<file path="config.mk">
export PLATFORM = sky130hd
export DESIGN_NAME = dlbf_slave_seq
export DESIGN_NICKNAME = d
export VERILOG_FILES = /design/src/rtl/dlbf_pkg.sv /design/src/rtl/dlbf_slave_seq.sv
export SDC_FILE = /design/constraint.sdc
export NUM_CORES = 1
export LEC_CHECK = 0
export BUFFER_PORTS_ARGS = -buffer_cell sky130_fd_sc_hd__clkbuf_2
export CAP_MARGIN = 20
export CELL_PAD_IN_SITES_DETAIL_PLACEMENT = 0
export CELL_PAD_IN_SITES_GLOBAL_PLACEMENT = 1
export CORE_MARGIN = 1.5
export CORE_UTILIZATION = 38
export DETAILED_ROUTE_END_ITERATION = 12
export PLACE_DENSITY = 0.92
export SKIP_CTS_REPAIR_TIMING = 1
export SLEW_MARGIN = 20
export SYNTH_ARGS = -nofsm -noshare
export SYNTH_HDL_FRONTEND = slang
export SYNTH_SLANG_ARGS = --single-unit
</file>
<file path="constraint.sdc">
create_clock -name s_axis_clk -period 3.8 [get_ports s_axis_clk]
set_input_delay 0.19 -clock s_axis_clk [delete_from_list [all_inputs] [get_ports s_axis_clk]]
set_output_delay 0.19 -clock s_axis_clk [all_outputs]
set_load 0.02 [all_outputs]
</file>
<file path="src/rtl/dlbf_pkg.sv">
// Shared constants for the DLBF slave receive path.
// State encodings are exported to the control side as-is.
package dlbf_pkg;

    localparam int TDATA_WIDTH = 64;
    localparam int RAM_DEPTH   = 1536;
    localparam int ADDR_WIDTH  = 16;
    localparam int NITER_WIDTH = 12;
    localparam int CNT_WIDTH   = 16;

    localparam logic [3:0] ST_IDLE      = 4'd0;
    localparam logic [3:0] ST_ARM       = 4'd1;
    localparam logic [3:0] ST_CAPTURE   = 4'd2;
    localparam logic [3:0] ST_ITER_DONE = 4'd3;
    localparam logic [3:0] ST_DONE      = 4'd4;

endpackage

</file>
<file path="src/rtl/dlbf_slave_seq.sv">
// Capture sequencer: gates S_AXIS into frames of RAM_DEPTH beats,
// writes the slave RAM and tracks iterations and TLAST framing.
module dlbf_slave_seq
    import dlbf_pkg::*;
#(
    parameter int TDATA_WIDTH = dlbf_pkg::TDATA_WIDTH,
    parameter int TKEEP_WIDTH = TDATA_WIDTH / 8,
    parameter int RAM_DEPTH   = dlbf_pkg::RAM_DEPTH,
    parameter int ADDR_WIDTH  = dlbf_pkg::ADDR_WIDTH
) (
    input  logic                   s_axis_clk,
    input  logic                   s_axis_aresetn,
    input  logic                   start,
    input  logic                   abort,
    input  logic [NITER_WIDTH-1:0] niter,
    input  logic                   s_axis_tvalid,
    output logic                   s_axis_tready,
    input  logic [TDATA_WIDTH-1:0] s_axis_tdata,
    input  logic [TKEEP_WIDTH-1:0] s_axis_tkeep,
    input  logic                   s_axis_tlast,
    output logic [TKEEP_WIDTH-1:0] ram_we,
    output logic [ADDR_WIDTH-1:0]  ram_addr,
    output logic [TDATA_WIDTH-1:0] ram_din,
    output logic                   busy,
    output logic                   rxdone,
    output logic                   err_tlast,
    output logic [3:0]             current_state,
    output logic [CNT_WIDTH-1:0]   rxram_counter,
    output logic [NITER_WIDTH-1:0] iter_count
);

    localparam logic [ADDR_WIDTH-1:0] LAST_ADDR = ADDR_WIDTH'(RAM_DEPTH - 1);

    logic [3:0]             state_q, state_d;
    logic [ADDR_WIDTH-1:0]  addr_q, addr_d;
    logic [CNT_WIDTH-1:0]   cnt_q, cnt_d;
    logic [NITER_WIDTH-1:0] iter_q, iter_d;
    logic [NITER_WIDTH-1:0] niter_q, niter_d;
    logic                   err_q, err_d;
    logic                   rxdone_q, rxdone_d;
    logic [TKEEP_WIDTH-1:0] we_q, we_d;
    logic [ADDR_WIDTH-1:0]  waddr_q, waddr_d;
    logic [TDATA_WIDTH-1:0] din_q, din_d;

    logic                   tready;
    logic                   acc;
    logic                   at_last;
    logic                   start_ok;
    logic [NITER_WIDTH-1:0] iter_nx;

    assign tready   = (state_q == ST_CAPTURE);
    assign acc      = s_axis_tvalid & tready;
    assign at_last  = (addr_q == LAST_ADDR);
    assign start_ok = start & ~abort
                    & ((state_q == ST_IDLE) | (state_q == ST_DONE));
    assign iter_nx  = iter_q + 1'b1;

    always_comb begin
        state_d  = state_q;
        addr_d   = addr_q;
        cnt_d    = cnt_q;
        iter_d   = iter_q;
        niter_d  = niter_q;
        err_d    = err_q;
        rxdone_d = rxdone_q;
        we_d     = '0;
        waddr_d  = waddr_q;
        din_d    = din_q;

        // Beat bookkeeping runs even in an abort cycle so the beat is kept.
        if (acc) begin
            we_d    = s_axis_tkeep;
            waddr_d = addr_q;
            din_d   = s_axis_tdata;
            addr_d  = addr_q + 1'b1;
            if (cnt_q != '1) cnt_d = cnt_q + 1'b1;
            if (s_axis_tlast != at_last) err_d = 1'b1;
        end

        unique case (state_q)
            ST_IDLE, ST_DONE: begin
                if (start_ok) begin
                    state_d  = ST_ARM;
                    niter_d  = niter;
                    addr_d   = '0;
                    cnt_d    = '0;
                    iter_d   = '0;
                    err_d    = 1'b0;
                    rxdone_d = 1'b0;
                end
            end
            ST_ARM: begin
                state_d = (niter_q == '0) ? ST_DONE : ST_CAPTURE;
            end
            ST_CAPTURE: begin
                if (acc && (s_axis_tlast || at_last)) state_d = ST_ITER_DONE;
            end
            ST_ITER_DONE: begin
                if (iter_q != '1) iter_d = iter_nx;
                addr_d  = '0;
                state_d = (iter_nx == niter_q) ? ST_DONE : ST_CAPTURE;
            end
            default: state_d = ST_IDLE;
        endcase

        if (abort) state_d = ST_IDLE;
        if (state_d == ST_DONE) rxdone_d = 1'b1;
    end

    always_ff @(posedge s_axis_clk) begin
        if (!s_axis_aresetn) begin
            state_q  <= ST_IDLE;
            addr_q   <= '0;
            cnt_q    <= '0;
            iter_q   <= '0;
            niter_q  <= '0;
            err_q    <= 1'b0;
            rxdone_q <= 1'b0;
            we_q     <= '0;
            waddr_q  <= '0;
            din_q    <= '0;
        end else begin
            state_q  <= state_d;
            addr_q   <= addr_d;
            cnt_q    <= cnt_d;
            iter_q   <= iter_d;
            niter_q  <= niter_d;
            err_q    <= err_d;
            rxdone_q <= rxdone_d;
            we_q     <= we_d;
            waddr_q  <= waddr_d;
            din_q    <= din_d;
        end
    end

    assign s_axis_tready = tready;
    assign ram_we        = we_q;
    assign ram_addr      = waddr_q;
    assign ram_din       = din_q;
    assign busy          = (state_q == ST_ARM) | (state_q == ST_CAPTURE)
                         | (state_q == ST_ITER_DONE);
    assign rxdone        = rxdone_q;
    assign err_tlast     = err_q;
    assign current_state = state_q;
    assign rxram_counter = cnt_q;
    assign iter_count    = iter_q;

endmodule

</file>
* Word level (Yosys, flattened, before mapping) *
Index checks and enable logic that the tools add are counted.

storage, ports and cells
  flip-flop bits (word level) = 150
  word-level logic and storage cells = 67

operators by class
  $add $sub $neg = 3
  eq/ne operators = 12
  muxes and demuxes = 23
  bitwise logic cells = 7
  reduce and logical (&&, ||, !) cells = 12

operators with widths
  cell                                                                     number
  16-bit two-way mux                                                       6
  16-bit by 1-bit adder with 16-bit output, second input constant          2
  16-bit case mux with 2 select lines                                      1
  12-bit two-way mux                                                       2
  12-bit case mux with 2 select lines                                      1
  16-bit by 11-bit equality test with 1-bit output, second input constant  1
  16-bit != test, second input constant                                    1
  4-bit case mux with 4 select lines                                       1
  12-bit by 1-bit adder with 12-bit output, second input constant          1
  12-bit equality test                                                     1
  12-bit zero test                                                         1
  4-bit two-way mux                                                        3
  12-bit != test, second input constant                                    1
  4-bit by 2-bit equality test with 1-bit output, second input constant    2
  4-bit by 3-bit equality test with 1-bit output, second input constant    2
  1-bit two-way mux                                                        7
  3-bit two-way mux                                                        2
  2-bit AND reduction                                                      3
  2-bit nonzero test                                                       3
  4-bit by 1-bit equality test with 1-bit output, second input constant    1
  4-bit zero test                                                          1
  2-bit != test, second input constant                                     2
  1-bit bitwise AND                                                        3
  1-bit OR                                                                 3
  other kinds (6)                                                          6

* Longest topological paths before layout *
  word-level depth = 9
  depth in mapped cells = 9
  depth with buffers taken out = 9

* Least setup slack after synthesis *
OpenSTA, ideal clock, no wires.

  path type = flip-flop to flip-flop
  start = register iter_q[0], in the netlist iter_count[0]
  end = register state_q[1], in the netlist current_state[1]
  arrival = 1,944 ps
  data required time = 3,666 ps
  setup slack = 1,722 ps
  stages on the path, launching flop included = 8
  period minus slack after synthesis = 2,078 ps
  cell sequence = dfxtp_1 ha_1 nand2_1 or3_1 a32oi_1 nand4_1 o41ai_1 a31oi_1

between the ends
  word-level cells in the longest chain between the ends = 5

RTL lines
  item                                      line                   text
  start: declaration                        dlbf_slave_seq.sv:37   logic [NITER_WIDTH-1:0] iter_q, iter_d;
  start signal: assignment                  dlbf_slave_seq.sv:126  iter_q <= iter_d;
  12-bit by 1-bit adder with 12-bit output  dlbf_slave_seq.sv:56   assign iter_nx = iter_q + 1'b1;
  12-bit equality test                      dlbf_slave_seq.sv:101  state_d = (iter_nx == niter_q) ? ST_DONE : ST_CAPTURE;
  3-bit two-way mux                         dlbf_slave_seq.sv:101
  4-bit case mux with 4 select lines        dlbf_slave_seq.sv:80   unique case (state_q)
  4-bit two-way mux                         dlbf_slave_seq.sv:106  if (abort) state_d = ST_IDLE;
  end signal: assignment                    dlbf_slave_seq.sv:123  state_q <= state_d;
  end: declaration                          dlbf_slave_seq.sv:34   logic [3:0] state_q, state_d;

No other way between the ends.
A chain may end at the register's enable or synchronous reset.

* Worst setup path after layout *
  start = register state_q[1], in the netlist current_state[1]
  end = register cnt_q[6], in the netlist rxram_counter[6]

between the ends
  word-level cells in the longest chain between the ends = 5

RTL lines
  item                                                                          line                                        text
  4-bit by 2-bit equality test with 1-bit output, or another cell as far along  dlbf_slave_seq.sv:51                        assign tready = (state_q == ST_CAPTURE);
  1-bit bitwise AND or 1-bit OR (tied branches)                                 dlbf_slave_seq.sv:52, dlbf_slave_seq.sv:55
  16-bit two-way mux or 1-bit bitwise AND (tied branches)                       dlbf_slave_seq.sv:71, dlbf_slave_seq.sv:55
  16-bit two-way mux                                                            dlbf_slave_seq.sv:82                        if (start_ok) begin
  16-bit two-way mux (*)                                                        dlbf_slave_seq.sv:80
  end signal: assignment                                                        dlbf_slave_seq.sv:125                       cnt_q <= cnt_d;
  end: declaration                                                              dlbf_slave_seq.sv:36                        logic [CNT_WIDTH-1:0] cnt_q, cnt_d;

Every way passes the cells marked *; elsewhere a longest branch is shown, timed or not.

==> summary.md <==
| Metric | Value |
|---|---|
| Slew headroom | 34.1% |
| Post-synth EDFFs | 0 |
| Cells after Synth | between 700 and 800 |
| FF+latch count, synth | 150 |
| Worst setup margin | between 1 and 1.5 ns |
| Die X | 130 um |
| Peak VDD IR | just under 0.0003 V |
| Detail Placement HPWL | ~11000 um |
| Post-Syn Nets | 852 |
| Final hold slack | -0.0167 ns |
| Final nets | 1076 |
| Core ar. | roughly 16000 um^2 |
| Crit path max-delay family | simple AND/OR/NAND/NOR gates |
| Total CTS buffers | 17 |
| Setup WS pre-CTS | about 1.4 ns |
| Final global-route overflow total | 0 |
| Failing checks | negative hold slack |
| Crit Path Class | reg -> reg |
| Status | complete, but fails checks |
| Wire per inst | approximately 14 um |
| Die Span Y | 130 um |
| LEAKAGE | 3.41 nW |
| Synth Cell Area | 6140 um^2 |
| Synth-to-layout area growth | 34.8% |
| Setup Skew | ~0.0082 ns |
| Worst EP arrival | 2.67 ns |
| Min-delay worst type | in -> reg |
| Via density | about 4.9 |
| CP Launch Point | current_state[1] |
| Critical path fanouts, max | 62 |
| CTS tree | done |
| Clock Sinks | 150 |
| Placer congestion estimate | 0.823 |
| Top_reg_cell synth | dfxtp_1 |
| First-pass GRT wire length | 24800 um |
| Skew-Pair Late Insertion Delay | approximately 0.42 ns |
| Cell Rows | 46 |
| Hold_sp | s_axis_tdata[56] |
| Clock buffer depth | 2 |
| CP Cell Sequence | nor4b_4 -> and2_4 -> o31ai_2 -> nor3_1 -> xnor2_1 -> nor2_1 |
| Critical path's slowest cell | and2_4 |
| # port buffers | 213 |
| Initial antenna violation count | 0 |
| Max cap viols | 0 |
| Average footprint of a synthesized cell | between 8 and 9 um^2 |
| Post-synth ARST share | 0% |
| Crit Reg-Reg Startpoint | current_state[1] |
| Setup violators final | 0 |
| R2r setup slk | between 1 and 1.5 ns |
| I/O pin cnt | ~210 |
| Cell variety after synth | 54 |
| RSZ-0062 raised after global routing | no |
| Fmax | approximately 0.42 GHz |
| WP data required | 4.09 ns |
| Max Slew Vio Count | 0 |
| Worst stage delay on the critical path | 0.66 ns |
| H-tree depth | 4 |
| Total track usage | between 10% and 20% |
| Slew @ Worst Pin | 0.988 ns |
| Yosys top cell area share | between 40% and 50% |
| Leading area contributor after synthesis | dfxtp_1 |
| DR pass1 iterations | 4 |
| Fin crit period | roughly 2.4 ns |
| Largest net degree at the start of global routing | between 80 and 90 |
| Area of the die | between 15000 and 20000 um^2 |
| Final non-filler cell area | between 8000 and 9000 um^2 |
| Power Density | around 430 nW/um^2 |
| Synth area leaders | dfxtp_1 (49%), nand2_1 (14%), a21oi_1 (8.9%) |
| Top cells by count, synth | nand2_1 (222), dfxtp_1 (150), a21oi_1 (109) |
| Number of antenna-violating nets in the routed design | 0 |
| Share of layout cells above drive strength 1 | a little over a quarter |
| Synth Warn # | 0 |
| Vias in the first global route | between 5000 and 6000 |
| Final period utilization | 62.6% |
| Via count | ~6000 |
| Filler Cell Count | 1542 |
| First DRT Iteration DRCs | approximately 310 |
| Final hold violations | 17 |
| CP endpoint kind | flip-flop |
| Cell with the most instances after synthesis | nand2_1 |
| DP Area | around 7300 um^2 |
| Sequential area share after synthesis | a little under 50% |
| CTS clk-pin slew, worst paths | approximately 0.07 ns |
| Final WL | between 15000 and 20000 um |
| CP startpoint kind | flip-flop |
| CTS root buf | clkbuf_16 |
| Crit path buf inv count | 0 |
| Setup TNS | 0 ns |
| DRC | 0 |
| Starting Density | between 30% and 40% |
| Number of diodes | 0 |
## area by class of cell
type | count | area (um^2) | share of cell area [%]
flip-flops and latches | 150 | 3000 | 36.3
multi-input cells | 559 | 2930 | 35.4
repair buffers | 249 | 1420 | 17.1
clock buffers | 18 | 439 | 5.31
well taps | 216 | 270 | 3.27
clock inverters | 14 | 200 | 2.42
inverters | 4 | 16.3 | 0.197
## tightest hold or removal path, cell delays in order
cell and delay [ns]:
clkbuf_2 0.08, nand2_1 0.04, a21oi_1 0.05
## state kept, by name, summed over array words and instances (netlist names)
name and count:
ram_we 8, niter_q 12, rxram_counter 16, err_tlast 1, iter_count 12, current_state 4, rxdone 1, ram_din 64
ram_addr 16, addr_q 16
## cell usage in the layout (no fill, tap or decap), types with 2 or more instances in the layout
| cell type | synthesis | layout |
|---|---|---|
| o21ai_0 | 11 | 11 |
| dfxtp_1 | 150 | 150 |
| nand3_1 | 19 | 19 |
| a31oi_1 | 4 | 4 |
| nand2b_1 | 3 | 3 |
| clkbuf_2 | 0 | 213 |
| bufinv_16 | 0 | 4 |
| xnor2_1 | 23 | 23 |
| o21ai_1 | 6 | 6 |
| a21oi_1 | 109 | 109 |
| inv_1 | 4 | 3 |
| buf_4 | 2 | 4 |
| nor3_2 | 2 | 2 |
| or3_1 | 4 | 4 |
| clkinvlp_4 | 0 | 3 |
| clkinv_2 | 0 | 2 |
| nor2_1 | 48 | 48 |
| ha_1 | 5 | 5 |
| and2_1 | 3 | 2 |
| nand2_1 | 222 | 222 |
| nor3_1 | 10 | 10 |
| nand4_1 | 12 | 12 |
| nand3b_1 | 3 | 3 |
| nand3_2 | 2 | 2 |
| and4_1 | 3 | 3 |
| xor2_1 | 20 | 20 |
| and3_1 | 16 | 16 |
| nor4_1 | 6 | 6 |
| clkinv_4 | 0 | 4 |
| dlygate4sd3_1 | 0 | 32 |
| clkbuf_16 | 0 | 17 |
| or4_1 | 2 | 2 |
| inv_6 | 0 | 2 |
## routing by layer
metal	GRT usage, %	vias up	routed length, um
met5	0	-	0
met4	7.12	0	303
met2	30.8	126	8170
met1	23.0	2726	7330
li1	-	3004	-
met3	4.35	20	648
## stage by stage
step,hold WS (ns),utilization [%],instances,power (mW)
floorplan,0.326,-,757,1.67
global placement,0.413,46.2,1146,1.73
detailed placement,0.418,46.2,1146,1.73
CTS,-0.0361,50.3,1178,3.55
global route,0.000362,52.3,1210,3.65
finish,-0.0167,52.3,1210,3.52
## final timing paths
check	end	depth (start not counted)
worst min register to register	ram_addr[5]	2
worst max register to register	rxram_counter[6]	6
worst min-delay path	ram_din[56]	3
worst max-delay path	rxram_counter[6]	6
## cell families after synthesis
kind of cell	count (synthesis)	synth area share [%]
AOI/OAI and AO/OA	145	13.2
xor gates and xnor gates	43	6.14
other	1	0.0611
buffers and inverters	48	3.45
adders and majority gates	5	1.02
muxes	1	0.163
and+or+nand+nor	364	27.1
DFF	150	48.9
## where the power goes
group          internal, mW  switching (mW)  leakage [nW]
logic                0.0698          0.0658          1.90
registers              1.58         0.00616          1.21
clock network          1.12           0.683         0.303
total                  2.77           0.755          3.41
Power figures use the tool's default switching activity.
